**src/rtl/quot_bcd_conv_if.sv**
```systemverilog
// quot_bcd_conv_if
//   Bundles the request and result signals of quot_bcd_conv.
//   master : producer side (the divider/testbench) drives start and bin,
//            and observes busy, done, bcd and blank.
//   slave  : the converter itself.
//   Signals:
//     start  request; the converter samples it only while idle
//     bin    unsigned binary value to convert (WIDTH bits)
//     busy   high while a conversion is running
//     done   one-cycle pulse when bcd/blank are updated
//     bcd    packed BCD result; digit 0 (units) in bits [3:0]
//     blank  leading-zero mask, one bit per digit
interface quot_bcd_conv_if #(
  parameter int unsigned WIDTH  = 21,
  parameter int unsigned DIGITS = 7
);
  logic                  start;
  logic [WIDTH-1:0]      bin;
  logic                  busy;
  logic                  done;
  logic [4*DIGITS-1:0]   bcd;
  logic [DIGITS-1:0]     blank;

  modport master (
    output start, bin,
    input  busy, done, bcd, blank
  );

  modport slave (
    input  start, bin,
    output busy, done, bcd, blank
  );
endinterface

```
**src/rtl/quot_bcd_conv.sv**
```systemverilog
// quot_bcd_conv
//   Sequential binary-to-BCD converter for the divider's quotient.
//   Captures bin on start (while idle) and runs double dabble, one bit per
//   clock; after WIDTH shifts bcd/blank are updated and done pulses once.
//   Ports:
//     clk    rising-edge clock
//     reset  asynchronous active-low reset, clears all state
//     bus    quot_bcd_conv_if.slave (start, bin in; busy, done, bcd, blank out)
//   Build option:
//     QUOT_BCD_BLANK_EN  when defined, blank[i] (i>=1) flags digit i and all
//                        higher digits as zero; blank[0] is always 0.
//                        When undefined, blank is constant zero.
module quot_bcd_conv #(
  parameter int unsigned WIDTH  = 21,
  parameter int unsigned DIGITS = 7
) (
  input logic             clk,
  input logic             reset,
  quot_bcd_conv_if.slave  bus
);
  localparam int unsigned CW = $clog2(WIDTH + 1);
  localparam int unsigned BW = 4 * DIGITS;

  typedef enum logic {IDLE, SHIFT} state_t;

  state_t              state_q;
  logic [CW-1:0]       cnt_q;
  logic [WIDTH-1:0]    sh_q;
  logic [BW-1:0]       acc_q;
  logic                busy_q;
  logic                done_q;
  logic [BW-1:0]       bcd_q;

  logic [BW-1:0]       acc_adj;
  logic [BW+WIDTH-1:0] cat_shl;
  logic [BW-1:0]       acc_d;
  logic [WIDTH-1:0]    sh_d;

  // Add-3 on every digit >= 5, then shift {accumulator, shift register}
  // left as one vector so the shift register's MSB enters digit 0.
  always_comb begin
    acc_adj = acc_q;
    for (int unsigned i = 0; i < DIGITS; i++) begin
      if (acc_q[4*i +: 4] >= 4'd5)
        acc_adj[4*i +: 4] = acc_q[4*i +: 4] + 4'd3;
    end
    cat_shl = {acc_adj, sh_q} << 1;
    acc_d   = cat_shl[BW+WIDTH-1:WIDTH];
    sh_d    = cat_shl[WIDTH-1:0];
  end

`ifdef QUOT_BCD_BLANK_EN
  localparam logic [DIGITS-1:0] BLANK_RST = ~DIGITS'(1);

  logic [DIGITS-1:0] blank_q;
  logic [DIGITS-1:0] blank_d;
  logic              hi_zero;

  // Scan from the top digit down; the units digit is never blanked.
  always_comb begin
    blank_d = '0;
    hi_zero = 1'b1;
    for (int unsigned i = DIGITS - 1; i >= 1; i--) begin
      hi_zero    = hi_zero & (acc_d[4*i +: 4] == 4'd0);
      blank_d[i] = hi_zero;
    end
  end
`endif

  always_ff @(posedge clk or negedge reset) begin
    if (!reset) begin
      state_q <= IDLE;
      cnt_q   <= '0;
      sh_q    <= '0;
      acc_q   <= '0;
      busy_q  <= 1'b0;
      done_q  <= 1'b0;
      bcd_q   <= '0;
`ifdef QUOT_BCD_BLANK_EN
      blank_q <= BLANK_RST;
`endif
    end else begin
      done_q <= 1'b0;
      unique case (state_q)
        IDLE: begin
          if (bus.start) begin
            sh_q    <= bus.bin;
            acc_q   <= '0;
            cnt_q   <= CW'(WIDTH);
            busy_q  <= 1'b1;
            state_q <= SHIFT;
          end
        end
        SHIFT: begin
          acc_q <= acc_d;
          sh_q  <= sh_d;
          cnt_q <= cnt_q - CW'(1);
          if (cnt_q == CW'(1)) begin
            bcd_q   <= acc_d;
`ifdef QUOT_BCD_BLANK_EN
            blank_q <= blank_d;
`endif
            done_q  <= 1'b1;
            busy_q  <= 1'b0;
            state_q <= IDLE;
          end
        end
        default: state_q <= IDLE;
      endcase
    end
  end

  assign bus.busy = busy_q;
  assign bus.done = done_q;
  assign bus.bcd  = bcd_q;
`ifdef QUOT_BCD_BLANK_EN
  assign bus.blank = blank_q;
`else
  assign bus.blank = '0;
`endif
endmodule
```
**src/flat_wrapper.sv**
```systemverilog
// flat-port wrapper written by rule: the top's interface ports become plain ports
module quot_bcd_conv_flat 
#(
  parameter int unsigned WIDTH  = 21,
  parameter int unsigned DIGITS = 7
)
  (clk, reset, bus_start, bus_bin, bus_busy, bus_done, bus_bcd, bus_blank);
  quot_bcd_conv_if #(.WIDTH(WIDTH), .DIGITS(DIGITS)) bus_i ();
  input logic clk;
  input logic reset;
  input wire logic [$bits(bus_i.start)-1:0] bus_start;
  input wire logic [$bits(bus_i.bin)-1:0] bus_bin;
  output wire logic [$bits(bus_i.busy)-1:0] bus_busy;
  output wire logic [$bits(bus_i.done)-1:0] bus_done;
  output wire logic [$bits(bus_i.bcd)-1:0] bus_bcd;
  output wire logic [$bits(bus_i.blank)-1:0] bus_blank;
  assign bus_i.start = bus_start;
  assign bus_i.bin = bus_bin;
  assign bus_busy = bus_i.busy;
  assign bus_done = bus_i.done;
  assign bus_bcd = bus_i.bcd;
  assign bus_blank = bus_i.blank;
  quot_bcd_conv #(.WIDTH(WIDTH), .DIGITS(DIGITS)) u_core (.clk(clk), .reset(reset), .bus(bus_i));
endmodule
```
**config.mk**
```make
export PLATFORM = sky130hd
export DESIGN_NAME = quot_bcd_conv_flat
export DESIGN_NICKNAME = d
export VERILOG_FILES = /design/src/rtl/quot_bcd_conv_if.sv /design/src/rtl/quot_bcd_conv.sv /design/src/flat_wrapper.sv
export SDC_FILE = /design/constraint.sdc
export NUM_CORES = 1
export LEC_CHECK = 0
export CAP_MARGIN = 20
export CELL_PAD_IN_SITES_DETAIL_PLACEMENT = 0
export CELL_PAD_IN_SITES_GLOBAL_PLACEMENT = 1
export CORE_MARGIN = 4
export CORE_UTILIZATION = 46
export DETAILED_ROUTE_END_ITERATION = 8
export MAX_ROUTING_LAYER = met4
export PLACE_DENSITY_LB_ADDON = 0.1
export SKIP_CTS_REPAIR_TIMING = 1
export SYNTH_ARGS = -nofsm -noshare
export SYNTH_HDL_FRONTEND = slang
export SYNTH_SLANG_ARGS = --single-unit
export TNS_END_PERCENT = 10
```
**constraint.sdc**
```tcl
create_clock -name clk -period 3.1 [get_ports clk]
set_input_delay 0.31 -clock clk [delete_from_list [all_inputs] [get_ports clk]]
set_output_delay 0.31 -clock clk [all_outputs]
set_load 0.02 [all_outputs]
```
Word level (Yosys, flattened, before mapping)
Cells that the tools add are included.

word-level totals
  output and inout bits = 37
  flip-flop bits (word level) = 85

cells by class
  $lt $le $gt $ge = 7
  muxes and demuxes = 21
  add/subtract/negate cells = 8
  bitwise operators = 1
  reduce and logical (&&, ||, !) cells = 2
  eq/ne operators = 3

operators by type and width
  operator             number
  $pmux 28 s2          1
  $pmux 21 s2          1
  $ge 4x3->1 const B   7
  $mux 28              1
  $add 4x2->4 const B  6
  $mux 4               6
  $mux 21              1
  $pmux 5 s2           1
  $mux 1               6
  $eq 5x1->1 const B   1
  $mux 5               1
  $sub 5x1->5 const B  1
  $ne 2x2->1 const B   2
  $pmux 1 s2           2
  $reduce_and 2->1     2
  $add 3x2->3 const B  1
  $mux 3               1
  $not 1->1            1

Longest topological paths before layout
  word-level depth = 3
  mapped depth = 6

Least setup slack after synthesis
No wires, ideal clock.

  path kind = flip-flop to flip-flop
  start = reg u_core.acc_q[20]
  end = reg u_core.bcd_q[22] (netlist: u_core.bus.bcd[22])
  period minus slack after synthesis = 1.482 ns
  buffers on the path = 0
  arrival = 1.400 ns
  cell stages (with the launch flop) = 7
  setup slack = 1.618 ns
  path through = dfrtp_1 inv_1 ha_1 nand2b_1 a21oi_1 mux2_2 o21ai_0

on the way
  word-level cells in the longest chain between the ends = 2
  elaborated cells between the ends (all ways) = 3
  those cells by class = 1 x add/sub; 1 x order compare; 1 x mux

ends and longest elaborated chain
  element                                    line                                      source
  start: declaration                         quot_bcd_conv.sv:29                       logic [BW-1:0] acc_q;
  start signal: assignment                   quot_bcd_conv.sv:75                       acc_q <= '0;
  start signal: assignment                   quot_bcd_conv.sv:88                       acc_q <= '0;
  start signal: assignment                   quot_bcd_conv.sv:95                       acc_q <= acc_d;
  $add 4x2->4 or $ge 4x3->1 (tied branches)  quot_bcd_conv.sv:45, quot_bcd_conv.sv:44
  $mux 4 (*)                                 quot_bcd_conv.sv:44                       if (acc_q[4*i +: 4] >= 4'd5)
  end signal: assignment                     quot_bcd_conv.sv:78                       bcd_q <= '0;
  end signal: assignment                     quot_bcd_conv.sv:99                       bcd_q <= acc_d;
  end: declaration                           quot_bcd_conv.sv:32                       logic [BW-1:0] bcd_q;

Every way passes the cells marked *; elsewhere a longest branch is shown, timed or not.
A chain may end at the register's enable or synchronous reset.

Worst setup path in the final report
  start = reg u_core.cnt_q[1]
  end = reg u_core.bcd_q[26] (netlist: u_core.bus.bcd[26])

on the way
  word-level cells in the longest chain between the ends = 2

ends and longest elaborated chain
  element                     line                 source
  start: declaration          quot_bcd_conv.sv:27  logic [CW-1:0] cnt_q;
  start signal: assignment    quot_bcd_conv.sv:89  cnt_q <= CW'(WIDTH);
  start signal: assignment    quot_bcd_conv.sv:97  cnt_q <= cnt_q - CW'(1);
  $eq 5x1->1                  quot_bcd_conv.sv:98  if (cnt_q == CW'(1)) begin
  $reduce_and 2->1 (no line)  n/a

No other way between the ends.

==> metrics.csv <==
stage,metric,value,unit
run_status,status,finished clean,
clocking,insertion_delay,350,ps
grt,grt_first_pass_wirelength,14100,µm
grt,grt_start_max_net_pins,97,
pwr,leakagePower,0.00236,µW
clocking,clkSinkCount,85,
placed_design,dpl-instance-area,4770,µm²
pwr,peakVddDrop,433,µV
synth,synth_compound_area_share,10.8,%
sta,rsz0062_at_grt,no,
sta,maxSlewViolCount,0,
routing,drc,0,
clocking,root_buffer,clkbuf_8,
sta,period_minus_slack,1980,ps
placed_design,place_congestion,0.764,
final_layout,stdcell_area,4960,µm²
critical_path,cp_slowest_cell,nand4b_4,
critical_path,cp.required,3330,ps
placed_design,dpl.hpwl,5280,µm
final_layout,drive_above_1_share,8.99,%
critical_path,cp_top_family,buffers and inverters,
pwr,powerDensity,1020,nW/µm²
clocking,clock_path_buffers,2,
routing,vias,2879,
synth,synthAdderAreaFrac,4.75,%
synth,ys_ff_latch,85,
routing,postRouteAntennaNets,0,
sta,tightest_slew,978,ps
worst_hold_path,worstHoldPathType,primary input to async pin,
grt,grt_pass1_vias,2847,
synth,ys_warn_count,0,
final_layout,final_cell_mix,"84 x dfrtp_1, 53 x nand2_1, 51 x clkdlybuf4s50_1, 44 x o21ai_0, 40 x mux2i_1",
die,start_util,47.9,%
grt,grt_use_total,16.3,%
synth,yosysSeqAreaShare,50.5,%
routing,drtIter0Drc,153,
final_layout,final_common_cell,dfrtp_1,
critical_path,rr_startpoint,u_core.cnt_q[1],
die,die_w,104,µm
synth,synthXorXnorAreaFrac,2.08,%
final_layout,syn2layout_area_growth,17.8,%
clocking,cts.htree.levels,3,
critical_path,start_kind,flip-flop,
sta,fin_tns_setup,0,ps
die,num_rows,34,
critical_path,critPathCaptureType,flip-flop,
critical_path,regToRegEndpoint,u_core.bus.bcd[26],
sta,finalCritPeriodShare,63.8,%
die,die_h,104,µm
sta,report.final.setup_viol,0,
routing,avgViaCountPerCell,5.21,
die,ioPinCount,61,
die,dieArea,10800,µm²
routing,wl_per_cell,14.5,µm
critical_path,critPathBufInv,2,
grt,antenna_found_initial,0,
synth,netlist_area,4210,µm²
routing,dr.pass1.iters,4,
clocking,clk_pin_slew_worst_paths,90,ps
synth,synth_cell_types,28,
clocking,cts_tree,done,
flow_run,drv_cap,0,
grt,gr-total-overflow,0,
synth,synthCells,394,
synth,synth-simple-area-share,12.2,%
critical_path,crit_chain,"inv_1, ha_1, nand4b_4, inv_4, mux2_2",
critical_path,path_class,flip-flop to flip-flop,
clocking,numCtsBuffers,9,
sta,hold_viol_final,0,
final_layout,nets,480,
synth,syn_area_per_cell,10.7,µm²
placed_design,port_buffers,53,
critical_path,slowest_delay,410,ps
critical_path,reg2reg_depth,5,
sta,max_slew_margin,34.8,%
critical_path,reg2reg_slack,1120,ps
sta,fmax,506,MHz
critical_path,cp_max_fo,33,
synth,synth.area.mux_share,14.0,%
routing,finalWirelength,8000,µm
final_layout,diodes,0,
die,core,8810,µm²
critical_path,crit_arrival,2210,ps
sta,skew,11.5,ps
synth,synth_top_family_by_area,multiplexers,
how the worst max path moves through the flow:
stage | startpoint | to | slack (ps) | depth (start not counted)
6_report | u_core.cnt_q[1] | u_core.bus.bcd[26] | 1120 | 5
5_1_grt | u_core.cnt_q[1] | u_core.bus.bcd[26] | 920 | 5
4_1_cts | u_core.cnt_q[1] | u_core.bus.bcd[26] | 1070 | 5
3_5_place_dp | u_core.cnt_q[1] | u_core.bus.bcd[26] | 1100 | 5
3_3_place_gp | u_core.cnt_q[1] | u_core.bus.bcd[5] | 1180 | 5
2_1_floorplan | u_core.acc_q[20] | u_core.bus.bcd[22] | 1620 | 6
worst register-to-register path: stages (launching register included):
cell      delay (ps)
dfrtp_1          390
inv_1            100
ha_1             210
nand4b_4         410
inv_4            380
mux2_2           370
Yosys cell counts (all sizes together):
library cell	n	area, µm²
nor3b	22	165
nand4b	1	23.8
dfrtp	85	2130
mux2i	40	400
nand2b	8	50.1
a21o	13	97.6
nor3	10	50.1
xor2	2	17.5
ha	16	200
o31ai	2	15.0
mux2	14	188
buf	22	144
o21ai	44	220
clkbuf	6	22.5
conb	1	3.75
inv	18	70.1
nor2	4	17.5
xnor2	8	70.1
nand2	53	199
nand3	2	10.0
a21oi	23	123
registers in the layout (all words and copies together) (netlist names):
signal / cells
u_core.acc_q: 28
u_core.bus.bcd: 28
u_core.sh_q: 21
u_core.cnt_q: 5
u_core.bus.busy: 1
u_core.bus.done: 1
u_core.state_q: 1
power by group:
part | total [µW] | switching, µW | internal (µW) | leakage [µW]
clock network | 788 | 395 | 393 | 0.0000964
registers | 1950 | 355 | 1590 | 0.00108
logic | 2310 | 1160 | 1140 | 0.00118
per-layer routing:
layer	vias to the layer above	wire length, µm	track usage, %	part of all wire (%)
li1	1419	-	-	-
met5	-	0	-	0
met3	7	254	3.23	3.2
met2	54	3640	24.5	45
met4	0	96	5.70	1.2
met1	1399	4020	22.3	50
area by class of cell:
cell class | count | area (µm²)
clock buffers | 12 | 145
clock inverters | 4 | 47.5
fillers | 795 | 3840
inverters | 18 | 70.1
multi-input cells | 269 | 1870
flip-flops and latches | 85 | 2130
well taps | 108 | 135
repair buffers | 57 | 566
cells by family (layout without fill, tap and decap cells):
logic type | Yosys count | after routing
DFF | 85 | 85
AOI/OAI and AO/OA | 82 | 82
xor gates and xnor gates | 10 | 10
muxes | 54 | 54
adders and majority gates | 16 | 16
buffers and inverters | 46 | 91
and+or+nand+nor | 100 | 100
other | 1 | 7
through the flow:
step	hold WS, ps	setup slack (ps)	util (%)	std cells	total power (µW)
floorplan	14.4	1620	-	400	3590
global placement	427	1180	54.2	537	4240
detailed placement	435	1100	54.2	537	4300
CTS	55.3	1070	56.4	553	5100
global route	77.1	925	56.4	553	5490
finish	13.6	1120	56.4	553	5040
(Power assumes the default switching activity.)
